**config.mk**
```make
export PLATFORM = sky130hd
export DESIGN_NAME = sipo_word_assembler
export DESIGN_NICKNAME = d
export VERILOG_FILES = /design/src/rtl/sipo_word_assembler.sv
export SDC_FILE = /design/constraint.sdc
export NUM_CORES = 1
export LEC_CHECK = 0
export ABC_CLOCK_PERIOD_IN_PS = 2500
export BUFFER_PORTS_ARGS = -buffer_cell sky130_fd_sc_hd__buf_2
export CELL_PAD_IN_SITES_DETAIL_PLACEMENT = 1
export CELL_PAD_IN_SITES_GLOBAL_PLACEMENT = 1
export CORE_MARGIN = 2
export CORE_UTILIZATION = 42
export DETAILED_ROUTE_END_ITERATION = 10
export PLACE_DENSITY_LB_ADDON = 0.05
export SLEW_MARGIN = 20
export SYNTH_ARGS = -nofsm -noshare
export SYNTH_HDL_FRONTEND = slang
export SYNTH_SLANG_ARGS = --single-unit
```
**constraint.sdc**
```tcl
create_clock -name clk -period 2.5 [get_ports clk]
set_clock_uncertainty 0.2 [all_clocks]
set_input_delay 0.375 -clock clk [delete_from_list [all_inputs] [get_ports clk]]
set_output_delay 0.375 -clock clk [all_outputs]
set_load 0.01 [all_outputs]
```
**src/rtl/sipo_word_assembler.sv**
```systemverilog
// ============================================================================
// Module  : sipo_word_assembler
// Brief   : Serial-to-parallel word assembler with strobe-qualified bits and a
//           one-cycle load pulse. Optional even-parity check: SIPO_PARITY_CHECK_EN.
// Rev     : 1.0 - initial release
// ============================================================================
`default_nettype none

module sipo_word_assembler #(
    parameter int DATA_W    = 8,
    parameter bit MSB_FIRST = 1'b1
) (
    input  logic              clk,
    input  logic              async_rst,
    input  logic              start,
    input  logic              ser_en,
    input  logic              ser_in,
    output logic [DATA_W-1:0] data_out,
    output logic              load,
    output logic              busy,
    output logic              abort,
    output logic              parity_err
);

    localparam int              CNT_W    = (DATA_W > 2) ? $clog2(DATA_W) : 1;
    localparam logic [CNT_W-1:0] LAST_CNT = CNT_W'(DATA_W - 1);

    // Without parity the final bit goes straight into data_out, so the shift
    // register only ever needs to hold DATA_W-1 earlier bits.
`ifdef SIPO_PARITY_CHECK_EN
    localparam int SH_W = DATA_W;
`else
    localparam int SH_W = DATA_W - 1;
`endif

    typedef enum logic [1:0] {
        IDLE   = 2'd0,
        SHIFT  = 2'd1,
`ifdef SIPO_PARITY_CHECK_EN
        PARITY = 2'd3,
`endif
        DONE   = 2'd2
    } state_t;

    state_t              state_q, state_d;
    logic [CNT_W-1:0]    cnt_q, cnt_d;
    logic [SH_W-1:0]     shreg_q, shreg_d;
    logic [DATA_W-1:0]   data_q, data_d;
    logic                load_q, load_d;
    logic                busy_q, busy_d;
    logic                abort_q, abort_d;
    logic [DATA_W-1:0]   w_shifted;
    logic [SH_W-1:0]     w_keep;

    generate
        if (MSB_FIRST) begin : g_msb_first
`ifdef SIPO_PARITY_CHECK_EN
            assign w_shifted = {shreg_q[DATA_W-2:0], ser_in};
            assign w_keep    = w_shifted;
`else
            assign w_shifted = {shreg_q, ser_in};
            assign w_keep    = w_shifted[DATA_W-2:0];
`endif
        end else begin : g_lsb_first
`ifdef SIPO_PARITY_CHECK_EN
            assign w_shifted = {ser_in, shreg_q[DATA_W-1:1]};
            assign w_keep    = w_shifted;
`else
            assign w_shifted = {ser_in, shreg_q};
            assign w_keep    = w_shifted[DATA_W-1:1];
`endif
        end
    endgenerate

`ifdef SIPO_PARITY_CHECK_EN
    logic perr_q, perr_d;
`endif

    always_comb begin
        state_d = state_q;
        cnt_d   = cnt_q;
        shreg_d = shreg_q;
        data_d  = data_q;
        abort_d = 1'b0;
`ifdef SIPO_PARITY_CHECK_EN
        perr_d  = 1'b0;
`endif
        case (state_q)
            IDLE: begin
                if (start) begin
                    state_d = SHIFT;
                    cnt_d   = '0;
                    shreg_d = '0;
                end
            end
            SHIFT: begin
                if (start) begin
                    cnt_d   = '0;
                    shreg_d = '0;
                    abort_d = 1'b1;
                end else if (ser_en) begin
                    shreg_d = w_keep;
                    if (cnt_q == LAST_CNT) begin
                        cnt_d = '0;
`ifdef SIPO_PARITY_CHECK_EN
                        state_d = PARITY;
`else
                        data_d  = w_shifted;
                        state_d = DONE;
`endif
                    end else begin
                        cnt_d = cnt_q + CNT_W'(1);
                    end
                end
            end
`ifdef SIPO_PARITY_CHECK_EN
            PARITY: begin
                if (start) begin
                    state_d = SHIFT;
                    cnt_d   = '0;
                    shreg_d = '0;
                    abort_d = 1'b1;
                end else if (ser_en) begin
                    // Even parity: data bits plus parity bit must XOR to zero.
                    if ((^shreg_q) == ser_in) begin
                        data_d  = shreg_q;
                        state_d = DONE;
                    end else begin
                        perr_d  = 1'b1;
                        state_d = IDLE;
                    end
                end
            end
`endif
            DONE: begin
                if (start) begin
                    state_d = SHIFT;
                    cnt_d   = '0;
                    shreg_d = '0;
                end else begin
                    state_d = IDLE;
                end
            end
            default: state_d = IDLE;
        endcase
        load_d = (state_d == DONE);
`ifdef SIPO_PARITY_CHECK_EN
        busy_d = (state_d == SHIFT) || (state_d == PARITY);
`else
        busy_d = (state_d == SHIFT);
`endif
    end

    always_ff @(posedge clk or posedge async_rst) begin
        if (async_rst) begin
            state_q <= IDLE;
            cnt_q   <= '0;
            shreg_q <= '0;
            data_q  <= '0;
            load_q  <= 1'b0;
            busy_q  <= 1'b0;
            abort_q <= 1'b0;
        end else begin
            state_q <= state_d;
            cnt_q   <= cnt_d;
            shreg_q <= shreg_d;
            data_q  <= data_d;
            load_q  <= load_d;
            busy_q  <= busy_d;
            abort_q <= abort_d;
        end
    end

`ifdef SIPO_PARITY_CHECK_EN
    always_ff @(posedge clk or posedge async_rst) begin
        if (async_rst) begin
            perr_q <= 1'b0;
        end else begin
            perr_q <= perr_d;
        end
    end
    assign parity_err = perr_q;
`else
    assign parity_err = 1'b0;
`endif

    assign data_out = data_q;
    assign load     = load_q;
    assign busy     = busy_q;
    assign abort    = abort_q;

endmodule

`default_nettype wire

```
# ---- Yosys cells after proc, flatten, opt, wreduce, memory -nomap -nowiden
# Cells that the tools add are included.
dict set report op_classes {
  eq_ne 7
  n_mux 17
  reduce_logical 5
  bitwise_logic 1
  n_addsub 1
}
# cell count
set ops {}
lappend ops {{$mux W7} 3}
lappend ops {{$pmux W7 S2} 1}
lappend ops {{$mux W3} 4}
lappend ops {{$mux W2} 4}
lappend ops {{$pmux W2 S3} 1}
lappend ops {{$pmux W3 S2} 1}
lappend ops {{$eq A2 B1 Y1 const B} 2}
lappend ops {{$eq A2 B2 Y1 const B} 2}
lappend ops {{$reduce_and A4 Y1} 1}
lappend ops {{$add A3 B1 Y3 const B} 1}
lappend ops {{$eq A3 B3 Y1 const B} 1}
lappend ops {{$mux W1} 3}
lappend ops {{$ne A3 B3 Y1 const B} 1}
lappend ops {{$reduce_and A3 Y1} 1}
lappend ops {{$logic_not A2 Y1} 1}
lappend ops {{$ne A2 B1 Y1 const B} 1}
lappend ops {{$reduce_bool A2 Y1} 1}
lappend ops {{$reduce_or A2 Y1} 1}
lappend ops {{$not A1 Y1} 1}
dict set report word_totals {
  output_inout_bits 12
  elab_cells 38
  inputBits 5
  reg_bits 23
}

# ---- Depth between registers and ports, before layout
# Gate-level depths: netlist of the first run.
dict set report depth {
  word_depth 6
  mapped_depth 5
  depth_no_buf 5
}

# ---- Least setup slack after synthesis of the first run
# No wires, ideal clock.
dict set report synth_path {
  path_kind {reg2reg}
  startpoint {register cnt_q[0]}
  endpoint {register data_q[0], in the netlist data_out[0]}
  synth_period_minus_slack_ps 1843
  path_buffers 0
  setup_time_ps 125
  setup_slack_ps 657
  arrival_time_ps 1518
  required_time_ps 2175
  path_stages_with_launch 6
  cell_sequence {dfrtp_1 -> ha_1 -> ha_1 -> nand2_1 -> nor4b_4 -> mux2_2}
}
dict set report synth_via {
  elab_chain_cells 2
}
# element line
set synth_lines {}
lappend synth_lines {{from (decl)} 46} ;# logic [CNT_W-1:0] cnt_q, cnt_d;
lappend synth_lines {{from (signal assigned)} 165} ;# cnt_q <= cnt_d;
lappend synth_lines {{$eq A3 B3 Y1} 103} ;# if (cnt_q == LAST_CNT) begin
lappend synth_lines {{$reduce_and A4 Y1 (no source line)} --}
lappend synth_lines {{to (signal assigned)} 167} ;# data_q <= data_d;
lappend synth_lines {{to (decl)} 48} ;# logic [DATA_W-1:0] data_q, data_d;
# Every way passes these cells.
# A chain may end at the register's enable or synchronous reset.

# ---- Worst setup path in the final report of the first run
dict set report layout_path {
  startpoint {register cnt_q[0]}
  endpoint {register data_q[1], in the netlist data_out[1]}
}
# Same word-level chain as after synthesis.

==> results of run 1 <==
## timing repair
item,4_1_cts,5_1_grt
hold endpoints to repair,23,0
hold buffers,1,0
buffers inserted,0,0
## power by group
| group | internal, uW | switching [uW] | leakage (uW) | total, uW |
|---|---|---|---|---|
| clock | 62.1 | 104 | 0.0000150 | 166 |
| combinational | 30.1 | 35.5 | 0.000287 | 65.6 |
| sequential | 389 | 10.0 | 0.000304 | 399 |
| total | 481 | 149 | 0.000606 | 630 |
## final cells by class
| cell class | count | area share |
|---|---|---|
| clock buffers | 4 | 0.0233 |
| repair buffers | 20 | 0.102 |
| inverters | 10 | 0.0333 |
| well taps | 28 | 0.0311 |
| flip-flops and latches | 23 | 0.511 |
| multi-input cells | 41 | 0.299 |
## registers in the layout, indices dropped and copies added, names as in the netlist
register	flops
shreg_q	7
busy	1
state_q	2
cnt_q	3
abort	1
load	1
data_out	8
## final timing paths
check	endpoint	slack [ns]	depth (start not counted)
max	data_out[1]$_DFFE_PP0P_	0.46	5
max reg2reg	data_out[1]$_DFFE_PP0P_	0.46	5
min in group asynchronous	data_out[6]$_DFFE_PP0P_	0.44	4
min	data_out[0]$_DFFE_PP0P_	0.11	2
min reg2reg	data_out[6]$_DFFE_PP0P_	0.31	1
max in group asynchronous	data_out[0]$_DFFE_PP0P_	1.43	4
## cells in the final DEF, fill, tap and decap left out
cell type / n
clkbuf_1: 1
ha_1: 2
mux2_2: 9
buf_4: 4
conb_1: 1
mux2i_1: 9
nand2_1: 10
clkbuf_4: 3
a21oi_1: 5
dfrtp_1: 23
inv_1: 10
nor4b_4: 1
nor2b_1: 2
dlygate4sd3_1: 1
nor4b_1: 1
and3b_1: 1
buf_2: 15
## worst register-to-register path, delay by kind of cell (launching register included)
family,cells,cell delay [ns]
simple gates,2,0.67
flops,1,0.39
fa+ha+maj,2,0.28
mux,1,0.40
## per-layer routing
layer  share of wire  global-route usage
met1            0.45               0.159
met2            0.51               0.253
met3           0.036              0.0345
met4          0.0050              0.0658
met5               0                   0
## cells by family after synthesis
| family | Yosys count |
|---|---|
| and+or+nand+nor | 15 |
| buffers and inverters | 14 |
| adders and majority gates | 2 |
| AOI/OAI and AO/OA | 5 |
| muxes | 18 |
| other | 1 |
| DFF | 23 |
## through the flow
| step | util | hold slack, ns | area [um^2] |
|---|---|---|---|
| 5_1_grt | 0.514 | 0.114 | 1130 |
| 3_3_place_gp | 0.497 | 0.227 | 1090 |
| 3_5_place_dp | 0.497 | 0.241 | 1090 |
| 4_1_cts | 0.514 | 0.0991 | 1130 |
| 6_report | 0.514 | 0.113 | 1130 |
| 2_1_floorplan | - | 0.177 | 971 |
==> flow_summary.ini, run 1 <==
[placed_design]
dp_cells = 121
place.detailed.hpwl_um = 1170
port_buffers = 15
place_ws_ns = 0.441
place_congestion = 0.645

[die]
die_w_um = 52.1
fp.dieH_um = 52.1
rows = 17
io_pins = 17
design.die.area_mm2 = 0.00271
core_mm2 = 0.00219
start_util = 0.443

[finish]
seq_area_um2 = 576
drive_gt1_frac = 0.327
fin_nets = 106
finalNonFillerCells = 126
multi_input_area_um2 = 337
fillers = 249
area_growth_pct = 16.0
antenna_cells = 0

[drt]
firstDrtPassIters = 1
num_vias = 614
drt_iter0_drc = 0
viasPerCell = 4.87
routedWlPerCell_um = 12.8
ant_nets = 0
drc = 0
wl_um = 1610

[sta]
min_period_ns = 2.04
setup_tns_ns = 0
worst_pin_slew_ns = 0.629
rsz0062_at_grt = no
final.setup.worst_slack_ns = 0.455
period_share = 0.818
drv_slew = 0
hold_viol = 0
relSlewSlack = 0.579
setup_violations = 0
fmax_mhz = 489

[global_route]
grt-ovfl-total = 0
grt_use_total = 0.143
antenna_found_initial = 0
grt_pass1_wl_um = 2730
grt_max_degree = 24
grt_pass1_vias = 607

[yosys]
synth-seq-cells = 23
synth_warnings = 0
yosys-mux-area-fraction = 0.197
yosysMostFrequentCell = dfrtp_1
synthXorXnorAreaFrac = 0
yosysSeqAreaShare = 0.593
synthTopCellsByArea = dfrtp_1 59%, mux2_2 10%, mux2i_1 9.3%
synth_cell_types = 16
synth-simple-area-share = 0.0941
synth_top_area_share = 0.593
async_flop_share = 1.00
synth-edff-count = 0
synthAdderAreaFrac = 0.0258
synth_ff_type = dfrtp_1
synth_area_per_cell_um2 = 12.4
synth_top_family_by_area = multiplexers
syn_inst = 78
netlist_area_um2 = 971
ys_top_cells_by_count = 23 x dfrtp_1, 10 x inv_1, 10 x nand2_1
synth_nets = 85
synth_top_area_cell = dfrtp_1
synth_compound_area_frac = 0.0258

[setup_path]
worstPathMaxFanout = 9
critPathArrivalTime_ns = 2.04
cp-startpoint = cnt_q[0]$_DFFE_PP0P_
path_buf_inv = 0
cp.required_ns = 2.50
path_delay_family = simple AND/OR/NAND/NOR gates
cp_common_cell = ha_1
reg2reg_from = cnt_q[0]$_DFFE_PP0P_
cp_slowest_cell = nor4b_4
path_cells = ha_1 -> ha_1 -> nand2_1 -> nor4b_4 -> mux2_2
end_kind = register
crit_type = reg -> reg
slowest_delay_ns = 0.57
start_kind = register

[power]
cellPowerDensity_mw_per_mm2 = 560
vdd_drop_max_mv = 0.391
p_leak_uw = 0.000606
finalPower_uw = 630

[flow_run]
max_cap_violations = 0

[clock_network]
worstSkewPairLatency_ns = 0.30
clockBufferDepth = 2
clk_pin_slew_ns = 0.12
clock_sinks = 23
cts_root_buffer = clkbuf_4
cts_resized = 0
tritoncts = built
numCtsBuffers = 3
ctsHtreeMaxLevel = 1

[outcome]
outcome = complete, no violations

[worst_hold_path]
worstHoldStart = ser_in
min_path_type = in -> reg
Note: power is estimated with default switching activity, not from simulation.
==> run 2: changes to the inputs <==
--- a/config.mk
+++ b/config.mk
@@ -5,7 +5,7 @@
 export SDC_FILE = /design/constraint.sdc
 export NUM_CORES = 1
 export LEC_CHECK = 0
-export ABC_CLOCK_PERIOD_IN_PS = 2500
+export ABC_CLOCK_PERIOD_IN_PS = 2100
 export BUFFER_PORTS_ARGS = -buffer_cell sky130_fd_sc_hd__buf_2
 export CELL_PAD_IN_SITES_DETAIL_PLACEMENT = 1
 export CELL_PAD_IN_SITES_GLOBAL_PLACEMENT = 1
==> constraint.sdc (replaced) <==
create_clock -name clk -period 2.1 [get_ports clk]
set_clock_uncertainty 0.2 [all_clocks]
set_input_delay 0.315 -clock clk [delete_from_list [all_inputs] [get_ports clk]]
set_output_delay 0.315 -clock clk [all_outputs]
set_load 0.01 [all_outputs]
==> run 2 against run 1 <==
Compared with the run above:
- sequential cell count is the same
- via count grew 1.6%
- clock power up 18%
- non-clock buffer count increased by 1
- sequential power increased by 19%
- worst hold slack lost 0.064 ns
- final area grew 0.78%
- critical path depth rose by 1
- final cell count grew 0.79%
- global-route usage is 0.44 points higher
- sequential share of layout area fell by 0.39 points
==> flow_summary.ini, run 2 (synthesized netlist as in run 1, its figures left out) <==
[outcome]
outcome = complete, no violations

[sta]
drv_slew = 0
whs_ns = 0.0495
period_share = 0.891
hold_viol = 0
rsz0062_at_grt = no
setup_tns_ns = 0
min_period_ns = 1.87
setup_violations = 0
fmax_mhz = 535

[die]
design.die.area_mm2 = 0.00271
core_mm2 = 0.00219
die_w_um = 52.1
io_pins = 17
rows = 17
start_util = 0.443
fp.dieH_um = 52.1

[global_route]
grt_use_total = 0.147
grt_pass1_vias = 625
antenna_found_initial = 0
grt_max_degree = 24
grt_pass1_wl_um = 2810
grt-ovfl-total = 0

[clock_network]
clockBufferDepth = 2
tritoncts = built
cts_resized = 0
ctsHtreeMaxLevel = 1
cts_root_buffer = clkbuf_4
clock_sinks = 23
worstSkewPairLatency_ns = 0.30
postCtsHoldBufs = 1
numCtsBuffers = 3
cts_setup_buffers = 0
clk_pin_slew_ns = 0.12

[placed_design]
dp_cells = 122
placed_cell_area_mm2 = 0.00110
port_buffers = 15
place.detailed.hpwl_um = 1210
place_congestion = 0.667

[setup_path]
path_cells = ha_1 -> ha_1 -> nand2_1 -> nor4b_4 -> buf_4 -> mux2_2
start_kind = register
cp_slowest_cell = dfrtp_1
critPathArrivalTime_ns = 1.87
cp.required_ns = 2.10
end_kind = register
slowest_delay_ns = 0.38
crit_type = reg -> reg
worstPathMaxFanout = 9
cp_common_cell = ha_1

[finish]
antenna_cells = 0
drive_gt1_frac = 0.343
fin_nets = 107
multi_input_area_um2 = 337
seq_area_um2 = 576
final_cell_mix = 23 x dfrtp_1, 15 x buf_2, 10 x inv_1, 10 x nand2_1
largest_register_ffs = 8
design_area_mm2 = 0.00113
area_growth_pct = 16.9
finalNonFillerCells = 127
fillers = 252
layout_commonest_cell = dfrtp_1

[drt]
drt_iter0_drc = 2
routedWlPerCell_um = 12.8
num_vias = 624
viasPerCell = 4.91
wl_um = 1630
firstDrtPassIters = 2
drc = 0
ant_nets = 0

[flow_run]
max_cap_violations = 0

[worst_hold_path]
min_path_type = in -> reg

[power]
cellPowerDensity_mw_per_mm2 = 660
p_leak_uw = 0.000614
finalPower_uw = 748
vdd_drop_max_mv = 0.450
## run 2: cell types whose count changed in the layout (fill, tap and decap cells not counted)
cell      delta
buf_4        +1
clkbuf_1     -1
clkinv_2     +1
## run 2: metal layers
metal  wire [um]  track usage
met1         716        0.169
met2         839        0.251
met3          58       0.0345
met4          16       0.0789
met5           0            0
## run 2: power breakdown
group	switching, uW	leakage [uW]	internal (uW)
combinational	41.8	0.000292	36.0
clock	125	0.0000177	70.9
sequential	11.9	0.000304	463
total	179	0.000614	569
## run 2: stage by stage
stage | util | worst slack, ns
2_1_floorplan | - | 0.257
3_3_place_gp | 0.501 | 0.277
3_5_place_dp | 0.501 | 0.227
4_1_cts | 0.518 | 0.215
5_1_grt | 0.518 | 0.115
6_report | 0.518 | 0.230
## run 2: area by class of cell
type	count	area share
Tap cell	28	0.0309
Clock inverter	1	0.00441
Multi-Input combinational cell	41	0.297
Sequential cell	23	0.507
Clock buffer	3	0.0198
Inverter	10	0.0331
Timing Repair Buffer	21	0.108
## run 2: critical path, delay by kind of cell, from the launching register on
family	cells	cell delay (ns)
adder cells (fa/ha/maj)	2	0.29
multiplexers	1	0.34
flip-flops	1	0.38
AND/OR/NAND/NOR	2	0.33
buffers and inverters	1	0.22
## run 2: path summary, 6_finish.rpt
path                                         start                       to  slack (ns)  cells past startpoint
setup / recovery              cnt_q[0]$_DFFE_PP0P_  data_out[3]$_DFFE_PP0P_        0.23                      6
hold / removal                              ser_in  data_out[0]$_DFFE_PP0P_        0.05                      2
setup reg to reg              cnt_q[0]$_DFFE_PP0P_  data_out[3]$_DFFE_PP0P_        0.23                      6
hold reg to reg            data_out[1]$_DFFE_PP0P_  data_out[1]$_DFFE_PP0P_        0.31                      1
max in group asynchronous                async_rst  data_out[3]$_DFFE_PP0P_        1.09                      4
min in group asynchronous                async_rst   shreg_q[6]$_DFFE_PP0P_        0.38                      4
==> run 3: changes to the inputs <==
--- a/config.mk
+++ b/config.mk
@@ -6,12 +6,13 @@
 export NUM_CORES = 1
 export LEC_CHECK = 0
 export ABC_CLOCK_PERIOD_IN_PS = 2100
-export BUFFER_PORTS_ARGS = -buffer_cell sky130_fd_sc_hd__buf_2
 export CELL_PAD_IN_SITES_DETAIL_PLACEMENT = 1
 export CELL_PAD_IN_SITES_GLOBAL_PLACEMENT = 1
 export CORE_MARGIN = 2
-export CORE_UTILIZATION = 42
+export CORE_UTILIZATION = 47
 export DETAILED_ROUTE_END_ITERATION = 10
+export DONT_BUFFER_PORTS = 1
+export MAX_ROUTING_LAYER = met4
 export PLACE_DENSITY_LB_ADDON = 0.05
 export SLEW_MARGIN = 20
 export SYNTH_ARGS = -nofsm -noshare
==> run 3 against run 2 <==
Compared with the run above:
- critical path depth did not move
- maximum frequency decreased by 0.28%
- final cell count is 12% lower
- die area down 9.8%
- global-route usage up 1.4 points
- total power shrank 1.1%
- final area decreased by 5.7%
- register-to-register slack about the same
- first-iteration DRC count unchanged
- largest cell class unchanged
==> flow_summary.ini, run 3 (synthesized netlist as in run 1, its figures left out) <==
[outcome]
outcome = complete, no violations

[drt]
drt_iter0_drc = 2
num_vias = 568
drc = 0
wl_um = 1590
routedWlPerCell_um = 14.2
firstDrtPassIters = 3
ant_nets = 0
viasPerCell = 5.07

[setup_path]
slowest_delay_ns = 0.38
cp_common_cell = ha_1
critPathArrivalTime_ns = 1.86
crit_type = reg -> reg
worstPathMaxFanout = 9
end_kind = register
cp_slowest_cell = dfrtp_1
cp.required_ns = 2.09
path_cells = ha_1 -> ha_1 -> nand2_1 -> nor4b_4 -> buf_4 -> mux2_2
start_kind = register

[global_route]
grt-ovfl-total = 0
antenna_found_initial = 0
grt_max_degree = 17
grt_pass1_vias = 640
grt_pass1_wl_um = 2920
grt_use_total = 0.161

[placed_design]
place_congestion = 0.671
dp_cells = 105
port_buffers = 0
place.detailed.hpwl_um = 1150

[finish]
fin_nets = 93
area_growth_pct = 10.2
drive_gt1_frac = 0.200
finalNonFillerCells = 112
antenna_cells = 0
largest_register_ffs = 8
layout_commonest_cell = dfrtp_1
fillers = 218
final_cell_mix = 23 x dfrtp_1, 10 x inv_1, 10 x nand2_1, 9 x mux2i_1, 9 x mux2_2

[clock_network]
cts_setup_buffers = 0
ctsHtreeMaxLevel = 1
worstSkewPairLatency_ns = 0.30
numCtsBuffers = 3
clock_sinks = 23
cts_root_buffer = clkbuf_4
tritoncts = built
clk_pin_slew_ns = 0.11
clockBufferDepth = 2

[sta]
hold_viol = 0
min_period_ns = 1.88
setup_violations = 0
drv_slew = 0
period_share = 0.893
rsz0062_at_grt = no
setup_tns_ns = 0
fmax_mhz = 533

[die]
io_pins = 17
start_util = 0.495
design.die.area_mm2 = 0.00245
rows = 16
core_mm2 = 0.00196
die_w_um = 49.5
fp.dieH_um = 49.5

[flow_run]
max_cap_violations = 0

[power]
p_leak_uw = 0.000543
internal_power_uw = 568
switching_share = 0.233
finalPower_uw = 740
vdd_drop_max_mv = 0.335
power_frac_seq = 0.647
cellPowerDensity_mw_per_mm2 = 692
p_comb_frac = 0.091
clkPwrFrac = 0.263
p_switching_uw = 172

[worst_hold_path]
min_path_type = in -> reg
## run 3: changes by cell type in the layout (fill, tap and decap cells not counted), sizes merged
cell         delta
clkinv          -1
buf            -16
clkbuf          +1
dlygate4sd3     +2
## run 3: per-layer routing
| layer | wire length (um) | vias up | global-route usage |
|---|---|---|---|
| met1 | 707 | 290 | 0.200 |
| met2 | 807 | 11 | 0.270 |
| met3 | 64 | 2 | 0.0333 |
| met4 | 12 | 0 | 0.0417 |
| li1 | - | 265 | - |
| met5 | 0 | - | - |
## run 3: power groups by stage
stage               combinational [uW]  sequential [uW]  clock, uW
finish                            67.2              479        194
global route                      78.0              483        219
CTS                               69.5              479        207
detailed placement                63.9              488          0
global placement                  62.0              487          0
floorplan                         50.0              483          0
## run 3: final timing paths
path	start	endpoint	slack, ns	cells past startpoint
hold reg to reg	shreg_q[6]$_DFFE_PP0P_	shreg_q[6]$_DFFE_PP0P_	0.33	2
setup reg to reg	cnt_q[0]$_DFFE_PP0P_	data_out[7]$_DFFE_PP0P_	0.22	6
max in group asynchronous	async_rst	cnt_q[1]$_DFFE_PP0P_	1.02	3
min in group asynchronous	async_rst	shreg_q[6]$_DFFE_PP0P_	0.17	2
hold / removal	start	state_q[1]$_DFF_PP0_	0.05	2
setup / recovery	cnt_q[0]$_DFFE_PP0P_	data_out[7]$_DFFE_PP0P_	0.22	6
## run 3: final cells by class
type / count / area (um^2) / area share
Multi-Input combinational cell: 41 / 337 / 0.315
Tap cell: 27 / 33.8 / 0.0316
Sequential cell: 23 / 576 / 0.538
Inverter: 10 / 37.5 / 0.0351
Clock buffer: 4 / 26.3 / 0.0246
Timing Repair Buffer: 7 / 60.1 / 0.0561
## run 3: metrics by stage
| step | hold WS, ns | worst slack [ns] | instance area (um^2) | utilization |
|---|---|---|---|---|
| finish | 0.0546 | 0.224 | 1070 | 0.545 |
| global route | 0.0401 | 0.119 | 1070 | 0.545 |
| CTS | 0.0416 | 0.197 | 1070 | 0.545 |
| detailed placement | -0.0427 | 0.215 | 1010 | 0.517 |
| global placement | -0.0492 | 0.279 | 1010 | 0.517 |
| floorplan | 0.117 | 0.257 | 971 | - |
## run 3: critical path: cells and delay by family, from the launching register on
family	cells	cell delay (ns)
adders and majority gates	2	0.29
buffers and inverters	1	0.22
and+or+nand+nor	2	0.33
DFF	1	0.38
muxes	1	0.35
## run 3: repair_timing
action | 4_1_cts | 5_1_grt
gates resized for setup | 0 | 0
hold buffers | 3 | 0
hold endpoints to repair | 29 | 0
